`src/rtl/seq_gen_pkg.sv`:
```
// Shared definitions for the serial pattern generator: FSM encoding and default sizes.
package seq_gen_pkg;

    localparam int DEF_WIDTH = 32;
    localparam int DEF_LW    = 6;

    typedef enum logic [1:0] {
        ST_IDLE  = 2'd0,
        ST_SHIFT = 2'd1,
        ST_DONE  = 2'd2
    } seq_state_t;

endpackage

```
`src/rtl/seq_gen_if.sv`:
```
// Pattern request / serial output bundle between a pattern source and seq_gen.
interface seq_gen_if
    import seq_gen_pkg::*;
#(
    parameter int WIDTH = DEF_WIDTH,
    parameter int LW    = DEF_LW
);
    logic             load;
    logic [WIDTH-1:0] data;
    logic [LW-1:0]    len;
    logic             repeat_en;
    logic             dout;
    logic             dout_vld;
    logic             busy;
    logic             done;

    modport master (
        output load, data, len, repeat_en,
        input  dout, dout_vld, busy, done
    );

    modport slave (
        input  load, data, len, repeat_en,
        output dout, dout_vld, busy, done
    );
endinterface

```
`src/rtl/seq_gen_shreg.sv`:
```
// WIDTH-bit parallel-load, shift-left register; msb is the serial output bit.
module seq_gen_shreg
    import seq_gen_pkg::*;
#(
    parameter int WIDTH = DEF_WIDTH
) (
    input  logic             clk,
    input  logic             rst,
    input  logic             ld,
    input  logic             sh,
    input  logic [WIDTH-1:0] d,
    output logic             msb
);

    logic [WIDTH-1:0] r_q;

    always_ff @(posedge clk) begin
        if (rst) begin
            r_q <= '0;
        end else if (ld) begin
            r_q <= d;
        end else if (sh) begin
            r_q <= {r_q[WIDTH-2:0], 1'b0};
        end
    end

    assign msb = r_q[WIDTH-1];

endmodule

```
`src/rtl/seq_gen.sv`:
```
// Serial pattern generator: sends the top len bits of a captured word MSB first,
// optionally repeating back-to-back, with a one-cycle done pulse at the end.
module seq_gen
    import seq_gen_pkg::*;
#(
    parameter int WIDTH = DEF_WIDTH,
    parameter int LW    = DEF_LW
) (
    input  logic     clk,
    input  logic     rst,
    seq_gen_if.slave bus
);

    seq_state_t       r_state;
    seq_state_t       w_nxt;
    logic [LW-1:0]    r_cnt;
    logic [LW-1:0]    w_cnt_nxt;
    logic [WIDTH-1:0] r_word;
    logic [LW-1:0]    r_len;
    logic             r_vld;
    logic             r_busy;
    logic             r_done;

    logic             w_accept;
    logic [LW-1:0]    w_eff_len;
    logic             w_ld;
    logic             w_sh;
    logic [WIDTH-1:0] w_d;
    logic             w_cap;
    logic             w_msb;

    assign w_eff_len = (bus.len > LW'(WIDTH)) ? LW'(WIDTH) : bus.len;
    assign w_accept  = bus.load && (bus.len != '0) &&
                       ((r_state == ST_IDLE) || (r_state == ST_DONE));

    always_comb begin
        w_nxt     = r_state;
        w_cnt_nxt = r_cnt;
        w_ld      = 1'b0;
        w_sh      = 1'b0;
        w_d       = '0;
        w_cap     = 1'b0;
        case (r_state)
            ST_IDLE, ST_DONE: begin
                w_nxt = ST_IDLE;
                if (w_accept) begin
                    w_nxt     = ST_SHIFT;
                    w_ld      = 1'b1;
                    w_d       = bus.data;
                    w_cnt_nxt = w_eff_len;
                    w_cap     = 1'b1;
                end
            end
            ST_SHIFT: begin
                if (r_cnt <= LW'(1)) begin
                    // Last bit on the wire: reload the word or clear the register so dout drops to 0.
                    w_ld = 1'b1;
                    if (bus.repeat_en) begin
                        w_d       = r_word;
                        w_cnt_nxt = r_len;
                    end else begin
                        w_nxt     = ST_DONE;
                        w_cnt_nxt = '0;
                    end
                end else begin
                    w_sh      = 1'b1;
                    w_cnt_nxt = r_cnt - LW'(1);
                end
            end
            default: begin
                w_nxt     = ST_IDLE;
                w_cnt_nxt = '0;
            end
        endcase
    end

    always_ff @(posedge clk) begin
        if (rst) begin
            r_state <= ST_IDLE;
            r_cnt   <= '0;
            r_word  <= '0;
            r_len   <= '0;
            r_vld   <= 1'b0;
            r_busy  <= 1'b0;
            r_done  <= 1'b0;
        end else begin
            r_state <= w_nxt;
            r_cnt   <= w_cnt_nxt;
            r_vld   <= (w_nxt == ST_SHIFT);
            r_busy  <= (w_nxt == ST_SHIFT);
            r_done  <= (w_nxt == ST_DONE);
            if (w_cap) begin
                r_word <= bus.data;
                r_len  <= w_eff_len;
            end
        end
    end

    seq_gen_shreg #(.WIDTH(WIDTH)) u_shreg (
        .clk (clk),
        .rst (rst),
        .ld  (w_ld),
        .sh  (w_sh),
        .d   (w_d),
        .msb (w_msb)
    );

    assign bus.dout     = w_msb;
    assign bus.dout_vld = r_vld;
    assign bus.busy     = r_busy;
    assign bus.done     = r_done;

endmodule

```
`src/flat_wrapper.sv`:
```
// flat-port wrapper written by rule: the top's interface ports become plain ports
module seq_gen_flat import seq_gen_pkg::*;
#(
    parameter int WIDTH = DEF_WIDTH,
    parameter int LW    = DEF_LW
)
  (clk, rst, bus_load, bus_data, bus_len, bus_repeat_en, bus_dout, bus_dout_vld, bus_busy, bus_done);
  seq_gen_if #(.WIDTH(WIDTH), .LW(LW)) bus_i ();
  input  logic clk;
  input  logic rst;
  input wire logic [$bits(bus_i.load)-1:0] bus_load;
  input wire logic [$bits(bus_i.data)-1:0] bus_data;
  input wire logic [$bits(bus_i.len)-1:0] bus_len;
  input wire logic [$bits(bus_i.repeat_en)-1:0] bus_repeat_en;
  output wire logic [$bits(bus_i.dout)-1:0] bus_dout;
  output wire logic [$bits(bus_i.dout_vld)-1:0] bus_dout_vld;
  output wire logic [$bits(bus_i.busy)-1:0] bus_busy;
  output wire logic [$bits(bus_i.done)-1:0] bus_done;
  assign bus_i.load = bus_load;
  assign bus_i.data = bus_data;
  assign bus_i.len = bus_len;
  assign bus_i.repeat_en = bus_repeat_en;
  assign bus_dout = bus_i.dout;
  assign bus_dout_vld = bus_i.dout_vld;
  assign bus_busy = bus_i.busy;
  assign bus_done = bus_i.done;
  seq_gen #(.WIDTH(WIDTH), .LW(LW)) u_core (.clk(clk), .rst(rst), .bus(bus_i));
endmodule
```
`config.mk`:
```
export PLATFORM = sky130hd
export DESIGN_NAME = seq_gen_flat
export DESIGN_NICKNAME = d
export VERILOG_FILES = /design/src/rtl/seq_gen_pkg.sv /design/src/rtl/seq_gen_if.sv /design/src/rtl/seq_gen_shreg.sv /design/src/rtl/seq_gen.sv /design/src/flat_wrapper.sv
export SDC_FILE = /design/constraint.sdc
export NUM_CORES = 1
export LEC_CHECK = 0
export CAP_MARGIN = 0
export CORE_ASPECT_RATIO = 1.4
export CORE_MARGIN = 10
export CORE_UTILIZATION = 30
export CTS_BUF_LIST = sky130_fd_sc_hd__clkbuf_8
export CTS_CLUSTER_SIZE = 25
export DETAILED_ROUTE_END_ITERATION = 6
export GPL_TIMING_DRIVEN = 0
export PLACE_DENSITY = 0.49
export REMOVE_ABC_BUFFERS = 1
export SLEW_MARGIN = 10
export SYNTH_ARGS = -nofsm -noshare
export SYNTH_HDL_FRONTEND = slang
export SYNTH_SLANG_ARGS = --single-unit
```
`constraint.sdc`:
```
create_clock -name clk -period 2.9 [get_ports clk]
set_clock_uncertainty 0.2 [all_clocks]
set_input_delay 0.29 -clock clk [delete_from_list [all_inputs] [get_ports clk]]
set_output_delay 0.29 -clock clk [all_outputs]
set_load 0.05 [all_outputs]
```
After elaboration in Yosys (flattened, before gate mapping)
Index checks and enable logic that the tools add are counted.
W data, S select, Z words.
{"block": "word_totals", "input_bits": 42, "elab_cells": 43, "out_inout_bits": 4, "ff_bits": 80}
{"block": "op_classes", "reduce_logical": 7, "muxes": 21, "magnitude_cmp": 2, "addsub": 1, "n_eq_ne": 5}
{"cell": "$mux W32", "n": 5}
{"cell": "$pmux W32 S2", "n": 1}
{"cell": "$mux W6", "n": 4}
{"cell": "$pmux W6 S2", "n": 1}
{"cell": "$gt A6 B6 Y1 const B", "n": 1}
{"cell": "$le A6 B1 Y1 const B", "n": 1}
{"cell": "$mux W1", "n": 6}
{"cell": "$reduce_bool A6 Y1", "n": 1}
{"cell": "$sub A6 B1 Y6 const B", "n": 1}
{"cell": "$eq A2 B1 Y1 const B", "n": 2}
{"cell": "$eq A2 B2 Y1 const B", "n": 2}
{"cell": "$mux W2", "n": 2}
{"cell": "$pmux W2 S2", "n": 1}
{"cell": "$logic_and A1 B1 Y1", "n": 2}
{"cell": "$logic_not A2 Y1", "n": 1}
{"cell": "$ne A2 B1 Y1 const B", "n": 1}
{"cell": "$pmux W1 S2", "n": 1}
{"cell": "$reduce_bool A2 Y1", "n": 1}
{"cell": "$reduce_or A2 Y1", "n": 1}
{"cell": "$logic_or A1 B1 Y1", "n": 1}

Depth between registers and ports, before layout
{"block": "logic_depth", "ltp_word": 6, "mapped_depth": 7, "mapped_depth_nobuf": 6}

Cells and area by module
Synthesis repeated with hierarchy kept, for this count alone.
{"block": "unflattened", "hier_cells": 435, "hier_area_um2": 4013.8}
{"module": "seq_gen", "cells_each": 293, "area_per_inst_um2": 2352.3, "instances": 1, "seq_area_each_um2": 960.9}
{"module": "seq_gen_shreg", "cells_each": 142, "area_per_inst_um2": 1661.6, "instances": 1, "seq_area_each_um2": 640.6}

Least setup slack after synthesis
Ideal clock, no wire load.
{"block": "synth_path", "path_kind": "reg-to-reg", "start": "register u_core.r_cnt[0]", "end": "register u_core.r_cnt[1]", "setup_ps": 73, "slack_ps": 751, "path_stages_with_launch": 8, "synth_period_minus_slack_ps": 2149, "required_time_ps": 2627, "t_arrival_ps": 1875, "n_path_buf": 1, "cell_sequence": "dfxtp_1 -> inv_1 -> ha_1 -> nor2_1 -> or2_0 -> buf_2 -> mux2_2 -> o211ai_2"}
{"block": "synth_between", "elab_chain_cells": 3, "word_cells_on_any_way": 4, "cone_classes": "1 x add/sub; 1 x order compare; 2 x mux"}
{"element": "start, declared", "line": "seq_gen.sv:16", "source": "logic [LW-1:0] r_cnt;"}
{"element": "start signal, assigned", "line": "seq_gen.sv:88", "source": "r_cnt <= w_cnt_nxt;"}
{"element": "$sub A6 B1 Y6 / $le A6 B1 Y1 (equally long branches)", "line": "seq_gen.sv:67, seq_gen.sv:55"}
{"element": "$mux W6 *", "line": "seq_gen.sv:55", "source": "if (r_cnt <= LW'(1)) begin"}
{"element": "$pmux W6 S2 *", "line": "seq_gen.sv:43", "source": "case (r_state)"}
Every way passes the cells marked *; elsewhere a longest branch is shown, timed or not.
A chain may end at the register's enable or synchronous reset.

Final worst setup path
{"block": "layout_path", "start": "input port bus_len[5]", "end": "register u_core.r_cnt[3]"}
{"block": "layout_between", "elab_chain_cells": 4, "word_cells_on_any_way": 8, "cone_classes": "1 x order compare; 1 x eq/ne; 3 x mux; 3 x reduce/logical"}
{"element": "start, declared", "line": "flat_wrapper.sv:13", "source": "input wire logic [$bits(bus_i.len)-1:0] bus_len;"}
{"element": "$gt A6 B6 Y1 / $reduce_bool A6 Y1 (equally long branches)", "line": "seq_gen.sv:32, seq_gen.sv:33"}
{"element": "$mux W6 / $logic_and A1 B1 Y1 (equally long branches)", "line": "seq_gen.sv:32, seq_gen.sv:33"}
{"element": "$mux W6 / $logic_and A1 B1 Y1 (equally long branches)", "line": "seq_gen.sv:46, seq_gen.sv:33"}
{"element": "$pmux W6 S2 / $ne A2 B1 Y1 (equally long branches)"}
Several ways; a longest one is shown, not always the timed one. The select of a mux whose other input is x is not followed.

==> impl_summary.txt <==
----------------------------------------------------
[Run status]
  Status ... completed

[Power]
  Clock share of power ... 25.8%
  Pleak ... 1.62 nW
  Share of total power in combinational logic ... 27.9%
  P_int ... 0.00183 W
  Switching Fraction ... 33.0%
  Pwr per Cell Area ... 584 mW/mm2
  Sw Pwr ... 0.000904 W
  Peak ir drop on the vdd network ... 0.199 mV
  Share of power burned in registers ... 46.3%

[CTS]
  Clock tree from TritonCTS ... yes
  CTS hold repair buffers ... 0
  Root buffer selected by CTS ... clkbuf_8
  Number of CTS-inserted buffers ... 9
  Number of sinks handled by clock tree synthesis ... 80
  Maximum buffer depth of the clock tree ... 2
  Clock-pin transition on the worst setup and hold timing paths ... 70 ps
  Clock H-tree levels ... 3
  Insertion delay to the later sink of the worst-skew pair ... 350 ps

[Routing]
  Total Routed Length ... 11.7 mm
  Total via count after detailed routing ... 3,733
  Detail Route Antenna Nets ... 0
  DRC marker count from the first detailed-route iteration ... 247
  Number of DRC violations after detailed routing ... 0
  Avg Vias per Cell ... 5.56
  Detailed-route wire length per cell ... 17.4 um
  TritonRoute pass-1 iters ... 7

[STA]
  Final hold viol count ... 0
  Transition time at the pin with the least slew margin ... 880 ps
  Highest clock frequency the design can meet ... 372 MHz
  Pins over their slew limit ... 0
  RSZ-0062 raised after global routing ... false
  Setup TNS ... 0 ps
  Endpoints failing setup ... 0
  Slew margin rel. ... 41.4%
  Final hold slack ... 256 ps
  Crit path time final ... 2690 ps
  Final clock period utilization by the worst path ... 92.8%

[Yosys]
  Warnings, synthesis ... 0
  Portion of netlist area occupied by mux cells ... 0.579%
  Most used flip-flop cell after synthesis ... dfxtp_1
  Library cell occupying the most area in the post-synthesis netlist ... dfxtp_1
  Post-synthesis share of cell area spent on full adders, half adders and majority gates ... 0.644%
  Share of the synthesized area in the top cell type ... 41.2%
  Synth Register Bits ... 80
  Cell area after synthesis ... 0.00389 mm2
  Synth cell types ... 40
  Xor and xnor area share after synthesis ... 0.225%
  Share of synthesized flip-flops with an asynchronous set or reset ... 0%
  Largest family of logic cells by synthesized area ... compound AO/OA/AOI/OAI gates
  Synthesized area divided by synthesized cell count ... 7.77 um2
  Post-synth EDFFs ... 0
  Synth Area in Compound Gates ... 27.6%
  Sequential cell area fraction in the yosys report ... 41.2%
  Number of standard cells after synthesis ... 500
  Area contributors post-synth ... dfxtp_1 41%, nand2_1 9.9%, a311oi_1 7.4%, o21a_1 6.2%, a21oi_1 5.4%
  Basic-gate share of the synthesized area counting and, or, nand and nor cells ... 23.4%

[Layout]
  Most frequent cells in the layout ... 103 x nand2_1, 80 x dfxtp_1, 44 x clkdlybuf4s50_1
  Antenna diode count ... 0
  Most frequent standard cell in the layout excluding fill and tap cells ... nand2_1
  Fillers ... 1,342
  Final non-filler cell total ... 672
  Area taken by multi-input logic gates ... 0.00209 mm2
  Area taken by flip-flops and latches ... 0.00160 mm2
  Ratio of cells with drive above 1 in the final layout ... 7.13%
  Core Util, Final ... 36.7%
  Non-Filler Cell Area, Final ... 0.00468 mm2
  Post-layout net count ... 560
  Area Overhead vs Synth ... 20.5%

[Worst setup path]
  Critical path start-end classification ... primary input to flop
  Beginning of the critical path ... bus_len[5]
  Critical Path Source Type ... primary input
  Maximum fanout count along the critical path ... 8
  Critical path data required time ... 2950 ps
  Data arrival at the endpoint of the critical path ... 2740 ps
  R2R depth ... 7
  Worst reg2reg startpoint ... u_core.r_cnt[0]
  Kind of end point of the critical path ... flop

[Die]
  Core region area ... 0.0128 mm2
  Die footprint ... 0.0180 mm2
  Initial cell density of the core ... 30.5%
  Die Span Y ... 155 um
  Die X ... 116 um
  Standard-cell row count ... 49
  Top Ports ... 46

[Place]
  Routability-driven placement congestion ratio ... 0.786
  Detailed placement HPWL ... 6.60 mm
  Count of input and output buffers ... 45
  Placed Instance Area ... 0.00451 mm2
  # placed instances ... 656

[Min path]
  Kind of path behind the tightest hold check ... flop to flop
  Worst Min Path Start ... u_core.r_word[8]
  Cell count of the worst hold path ... 2

[GRT]
  Leftover overflow at the end of global routing ... 0
  All-Layer GR Usage ... 12.5%
  First-pass GRT wire length ... 18.4 mm
  Number of global-route vias before repair ... 3,513
  Pin count of the biggest net entering global routing ... 78
  Initial antenna violation count ... 0

[Job]
  Max capacitance violation total ... 0

----------------------------------------------------
sequential cells by signal, summed over array words and instances, names as in the netlist:
name / cells
u_core.bus.dout_vld: 1
u_core.r_state: 2
u_core.u_shreg.r_q: 32
u_core.r_word: 32
u_core.r_len: 6
u_core.bus.done: 1
u_core.r_cnt: 6
cell type report:
| class | count | share of cell area [%] |
|---|---|---|
| Clock buffer | 10 | 2.94 |
| Clock inverter | 4 | 0.347 |
| Inverter | 4 | 0.321 |
| Multi-Input combinational cell | 367 | 44.7 |
| Sequential cell | 80 | 34.2 |
| Tap cell | 153 | 4.09 |
| Timing Repair Buffer | 54 | 13.4 |
cell families (layout without fill, tap and decap cells):
group | after synthesis | in the layout
buf+inv | 54 | 72
compound gates | 161 | 162
xor+xnor | 1 | 1
simple gates | 200 | 200
fa+ha+maj | 2 | 2
mux | 2 | 2
flops | 80 | 80
metal layers:
metal  vias up  GRT usage [%]  part of all wire (%)
li1       1826              -                     -
met1      1792           16.2                    45
met2        99           19.6                    49
met3        16           1.78                   4.0
met4         0           6.04                   2.1
met5         -              0                     0
Yosys cell counts, types with 6 or more instances:
| cell | n |
|---|---|
| nand2_1 | 103 |
| a21oi_1 | 42 |
| buf_2 | 6 |
| dfxtp_1 | 80 |
| o21a_1 | 32 |
| nor3_1 | 36 |
| nor2_1 | 8 |
| a311oi_1 | 33 |
| nand3_1 | 34 |
| o21ai_0 | 34 |
| clkbuf_1 | 35 |
power by group through the flow:
stage / sequential (W) / clock [W] / combinational, W
floorplan: 0.00129 / 0 / 0.000433
global placement: 0.00129 / 0 / 0.000698
detailed placement: 0.00129 / 0 / 0.000755
CTS: 0.00127 / 0.000734 / 0.000760
global route: 0.00128 / 0.000782 / 0.000844
finish: 0.00127 / 0.000706 / 0.000762
per-stage QoR:
stage | worst slack (ps) | power (W)
floorplan | -704 | 0.00172
global placement | -3070 | 0.00199
detailed placement | -275 | 0.00205
CTS | 54.4 | 0.00276
global route | 103 | 0.00290
finish | 209 | 0.00274
critical path, stage by stage:
cell             delay (ps)
clkdlybuf4s50_1         550
nor4_2                  820
a21boi_1                390
or2_2                   420
o221a_2                 270
repair_timing:
action	CTS	global route
gates resized for setup	0	1
setup buffers	0	1
endpoints found under the hold margin	0	0
endpoints found under the setup margin	0	27
final timing paths:
kind | endpoint | slack, ps
hold reg to reg | u_core.r_word[8] | 260
setup / recovery | u_core.r_cnt[3] | 210
setup reg to reg | u_core.r_cnt[1] | 270
hold / removal | u_core.r_word[8] | 260
No activity file was read; power rests on OpenSTA's default activity.
